**config.mk**
```make
export PLATFORM = sky130hd
export DESIGN_NAME = insmem_arbiter
export DESIGN_NICKNAME = d
export VERILOG_FILES = /design/src/rtl/insmem_arbiter.sv
export SDC_FILE = /design/constraint.sdc
export NUM_CORES = 1
export LEC_CHECK = 0
export ABC_CLOCK_PERIOD_IN_PS = 1750
export CAP_MARGIN = 40
export CORE_MARGIN = 3
export CORE_UTILIZATION = 29
export CTS_CLUSTER_DIAMETER = 60
export DETAILED_ROUTE_END_ITERATION = 8
export GPL_TIMING_DRIVEN = 0
export PLACE_DENSITY = 0.79
export RECOVER_POWER = 50
export SLEW_MARGIN = 30
export SYNTH_ARGS = -nofsm -noshare
export SYNTH_HDL_FRONTEND = slang
export SYNTH_SLANG_ARGS = --single-unit
```
**constraint.sdc**
```tcl
create_clock -name clock -period 1.75 [get_ports clock]
set_input_delay 0.2625 -clock clock [delete_from_list [all_inputs] [get_ports clock]]
set_output_delay 0.2625 -clock clock [all_outputs]
set_load 0.02 [all_outputs]
```
**src/rtl/insmem_arbiter.sv**
```systemverilog
// Arbitrates the single-port instruction store between NUM_CORES fetch ports and a program loader.
// Define INSMEM_ARB_FIXED_PRIO_EN for fixed lowest-index-wins priority instead of round-robin.
module insmem_arbiter #(
  parameter int NUM_CORES  = 4,
  parameter int WIDTH      = 8,
  parameter int ADDR_WIDTH = 8
) (
  input  logic                            clock,
  input  logic                            resetN,
  input  logic [NUM_CORES-1:0]            coreReq,
  input  logic [NUM_CORES*ADDR_WIDTH-1:0] coreAddr,
  output logic [NUM_CORES-1:0]            coreGrant,
  output logic [NUM_CORES-1:0]            coreValid,
  output logic [WIDTH-1:0]                coreData,
  input  logic                            ldReq,
  input  logic [ADDR_WIDTH-1:0]           ldAddr,
  input  logic [WIDTH-1:0]                ldData,
  input  logic                            ldDone,
  output logic                            ldGrant,
  output logic                            running,
  output logic                            memWriteEn,
  output logic [ADDR_WIDTH-1:0]           memAddress,
  output logic [WIDTH-1:0]                memDataIn,
  input  logic [WIDTH-1:0]                memDataOut
);
  localparam int PTR_W = (NUM_CORES > 1) ? $clog2(NUM_CORES) : 1;

  typedef enum logic {LOAD, RUN} state_t;

  state_t           state, nextState;
  logic [PTR_W-1:0] rrPtr;
  logic [PTR_W-1:0] sel;
  logic             selVld;
  int               idx;

  // Search order starts at rrPtr and wraps; fixed priority is the same search anchored at 0.
  always_comb begin
    nextState  = state;
    coreGrant  = '0;
    ldGrant    = 1'b0;
    memWriteEn = 1'b0;
    memAddress = '0;
    memDataIn  = ldData;
    sel        = '0;
    selVld     = 1'b0;
    idx        = 0;
    case (state)
      LOAD: begin
        ldGrant    = ldReq;
        memWriteEn = ldReq;
        memAddress = ldAddr;
        if (ldDone) nextState = RUN;
      end
      RUN: begin
        if (ldReq) begin
          nextState = LOAD;
        end else begin
          for (int k = 0; k < NUM_CORES; k++) begin
            idx = (int'(rrPtr) + k) % NUM_CORES;
            if (!selVld && coreReq[idx]) begin
              selVld = 1'b1;
              sel    = PTR_W'(idx);
            end
          end
          if (selVld) begin
            coreGrant[sel] = 1'b1;
            memAddress     = coreAddr[sel*ADDR_WIDTH +: ADDR_WIDTH];
          end
        end
      end
      default: nextState = LOAD;
    endcase
  end

  always_ff @(posedge clock or negedge resetN) begin
    if (!resetN) begin
      state     <= LOAD;
      running   <= 1'b0;
      coreValid <= '0;
      coreData  <= '0;
    end else begin
      state     <= nextState;
      running   <= (nextState == RUN);
      coreValid <= coreGrant;
      if (selVld) coreData <= memDataOut;
    end
  end

`ifdef INSMEM_ARB_FIXED_PRIO_EN
  assign rrPtr = '0;
`else
  always_ff @(posedge clock or negedge resetN) begin
    if (!resetN)     rrPtr <= '0;
    else if (selVld) rrPtr <= (sel == PTR_W'(NUM_CORES-1)) ? '0 : sel + 1'b1;
  end
`endif
endmodule
```
==> impl_metrics.env <==
export IMPL_status="finished, violations left"
export IMPL_violations="setup timing"
export IMPL_critPathTopFamily="buffers and inverters"
export IMPL_place_ws_ns=-1.128
export IMPL_holdBufCountCts=0
export IMPL_avgSynthCellArea_um2=10.35
export IMPL_p_per_area_mw_per_mm2=954.9
export IMPL_syn_cell_area_um2=993.5
export IMPL_r2r_start="rrPtr[1]"
export IMPL_slowest_stage="clkdlybuf4s50_1"
export IMPL_hp_class="input port to asynchronous set/reset pin"
export IMPL_overflow=0
export IMPL_crit_buf_inv=3
export IMPL_cp_endpoint="memAddress[4]"
export IMPL_cts_max_level=1
export IMPL_dr_pass1_iters=8
export IMPL_design_area_mm2=0.002380
export IMPL_ys_warn_count=0
export IMPL_skew_ns=0.001072
export IMPL_cts_tree="done"
export IMPL_antenna_found_initial=0
export IMPL_cp_depth=7
export IMPL_slew_viol_final=0
export IMPL_postPlaceCellArea_mm2=0.002028
export IMPL_crit_path_start_kind="input port"
export IMPL_synthToLayoutAreaGrowth_pct=139.5
export IMPL_groute_usage_overall_pct=21.07
export IMPL_ys_types=21
export IMPL_yosys_top_cells_area="dfrtp_1 38%, mux2i_1 17%, mux2_2 9.1%"
export IMPL_yosysTopAreaCell="dfrtp_1"
export IMPL_r2r_slack_ns=0.05
export IMPL_hold_violations=0
export IMPL_yosysSeqAreaShare_pct=37.78
export IMPL_synth_top_area_share_pct=37.78
export IMPL_die_area_mm2=0.004164
export IMPL_io_pins=99
export IMPL_drc_errors=0
export IMPL_syn_inst=96
export IMPL_coreArea_mm2=0.003153
export IMPL_period_minus_slack_ns=2.249
export IMPL_endpoint_kind="primary output"
export IMPL_n_antenna_cell=0
export IMPL_switching_share_pct=39.42
export IMPL_clkPwrFrac_pct=9.0
export IMPL_vdd_drop_max_v=0.0004629
export IMPL_internal_power_mw=1.377
export IMPL_fin_ws_ns=-0.4988
export IMPL_arrival_ns=1.99
export IMPL_num_rows=20
export IMPL_dp_final_hpwl_mm=3.042
export IMPL_tightestPinTransition_ns=0.7120
export IMPL_rr_worst_depth=8
export IMPL_grt_pass1_wl_mm=6.727
export IMPL_grt_max_degree=16
export IMPL_synth_edf_count=0
export IMPL_max_stage_delay_ns=0.50
export IMPL_via_count=1240
export IMPL_setup_violations_final=12
export IMPL_p_seq_share_pct=22.1
export IMPL_synth_most_common_cell="mux2i_1"
export IMPL_timing_rr_end="rrPtr[1]"
export IMPL_layout_nets=272
export IMPL_io_buffers=90
export IMPL_required_ns=1.49
export IMPL_path_cells="clkdlybuf4s50_1 > nor2_1 > a21oi_1 > clkbuf_1 > nand2_4 > o221ai_2 > buf_4"
export IMPL_slew_headroom_pct=52.38
export IMPL_gp_congestion=0.7418
export IMPL_fmax_mhz=444.7
export IMPL_synth_ff_type="dfrtp_1"
export IMPL_grt_pass1_vias=1356
export IMPL_crit_type="input port to primary output"
export IMPL_ant_nets=0
export IMPL_syn_nets=160
export IMPL_routed_wl_mm=4.414
export IMPL_cts_root_buf="clkbuf_4"
export IMPL_finalCritPeriodShare_pct=128.5
export IMPL_start_util_pct=31.51
export IMPL_synth_commonest_cells="17 x mux2i_1, 15 x dfrtp_1, 12 x nand2b_1, 11 x buf_4"
export IMPL_cap_violations=0
export IMPL_drive_above_1_share_pct=41.06
export IMPL_cts_made_buffers=3
export IMPL_worstPathMaxFanout=5
export IMPL_path_clk_slew_ns=0.09
export IMPL_p_switching_uw=895.9
export IMPL_leakagePower_nw=0.9940
export IMPL_synthArstFlopShare_pct=100.0
export IMPL_drt_iter0_markers=28
export IMPL_cts_max_path_buffers=2
export IMPL_synth_seq_cells=15
export IMPL_viasPerCell=4.940
export IMPL_rsz0062_at_grt="yes"
export IMPL_combPwrFrac_pct=69.0
export IMPL_die_w_um=64.53
export IMPL_routedWlPerCell_um=17.59
export IMPL_critPathLaunch="coreReq[0]"
export IMPL_clkLatencyLatePin_ns=0.28
export IMPL_die_y_um=64.53
export IMPL_cts_sinks=15
placed cells by master (no fill, tap or decap), types with 2 or more instances in the layout:
cell type | Yosys | layout
mux2i_2 | 0 | 3
mux2_2 | 8 | 8
clkbuf_4 | 0 | 3
clkdlybuf4s50_1 | 0 | 64
mux2i_1 | 17 | 9
dlygate4sd3_1 | 0 | 9
mux2i_4 | 0 | 5
o221ai_2 | 0 | 7
dlygate4sd2_1 | 0 | 3
a21oi_1 | 3 | 2
dfrtp_1 | 15 | 14
nor2_2 | 0 | 2
nand2b_1 | 12 | 11
nand2_4 | 0 | 2
nor2_4 | 0 | 3
buf_6 | 0 | 10
buf_4 | 11 | 26
buf_12 | 0 | 2
nor2_1 | 8 | 3
power groups by stage:
stage	Sequential (mW)	Clock (mW)	Combinational (mW)
after global placement	0.492	0	1.08
after detailed placement	0.502	0	1.12
after floorplan	0.568	0	0.558
after global routing	0.508	0.227	1.65
final	0.501	0.204	1.57
after CTS	0.494	0.204	1.45
cells by family after synthesis:
| group | Yosys count | synth area share [%] |
|---|---|---|
| compound gates | 16 | 12.34 |
| xor+xnor | 1 | 0.8818 |
| buf+inv | 14 | 9.571 |
| flops | 15 | 37.78 |
| mux | 25 | 26.20 |
| simple gates | 25 | 13.22 |
stage by stage:
| step | utilization (%) | hold slack (ns) | power, mW | TNS (ns) | std cells |
|---|---|---|---|---|---|
| 6_report | 75.48 | 0.4626 | 2.273 | -5.370 | 251 |
| 4_1_cts | 72.38 | 0.4071 | 2.149 | -4.893 | 247 |
| 5_1_grt | 75.48 | 0.5066 | 2.386 | -6.511 | 251 |
| 2_1_floorplan | - | -0.03309 | 1.126 | -0.2221 | 96 |
| 3_3_place_gp | 64.33 | 0.4912 | 1.576 | -13.83 | 230 |
| 3_5_place_dp | 64.33 | 0.4946 | 1.618 | -15.10 | 230 |
sequential cells by signal, indices dropped and copies added (netlist names):
register,flops
coreData,8
rrPtr,2
state,1
coreValid,4
routing by layer:
metal	up-vias	GRT usage [%]	wire length, µm
met2	82	39.69	2290
met3	8	4.159	338
met5	-	0	0
met1	586	23.21	1715
li1	564	-	-
met4	0	7.388	69
repair_timing:
item / 4_1_cts / 5_1_grt
buffers inserted: 11 / 4
gates cloned: 2 / 0
endpoints found under the setup margin: 15 / 15
pin swaps: 13 / 6
resized for setup: 100 / 18
worst min-delay path by stage:
stage                start  slack [ns]           to
2_1_floorplan       resetN       -0.03  coreData[0]
3_3_place_gp   coreData[6]        0.49  coreData[6]
3_5_place_dp   coreData[1]        0.49  coreData[1]
4_1_cts             resetN        0.41  coreData[6]
5_1_grt             resetN        0.51  coreData[6]
6_report            resetN        0.46  coreData[6]
area by class of cell:
cell class                 count  area (µm²)
buffer                        13       115.1
clock buffer                   3       22.52
clock inverter                 1       5.005
fill                         223       773.2
inverter                       1       3.754
multi-input combinational     68       764.5
sequential                    15       376.6
tap                           44       55.05
timing repair buffer         106        1037
(Power assumes the default switching activity.)
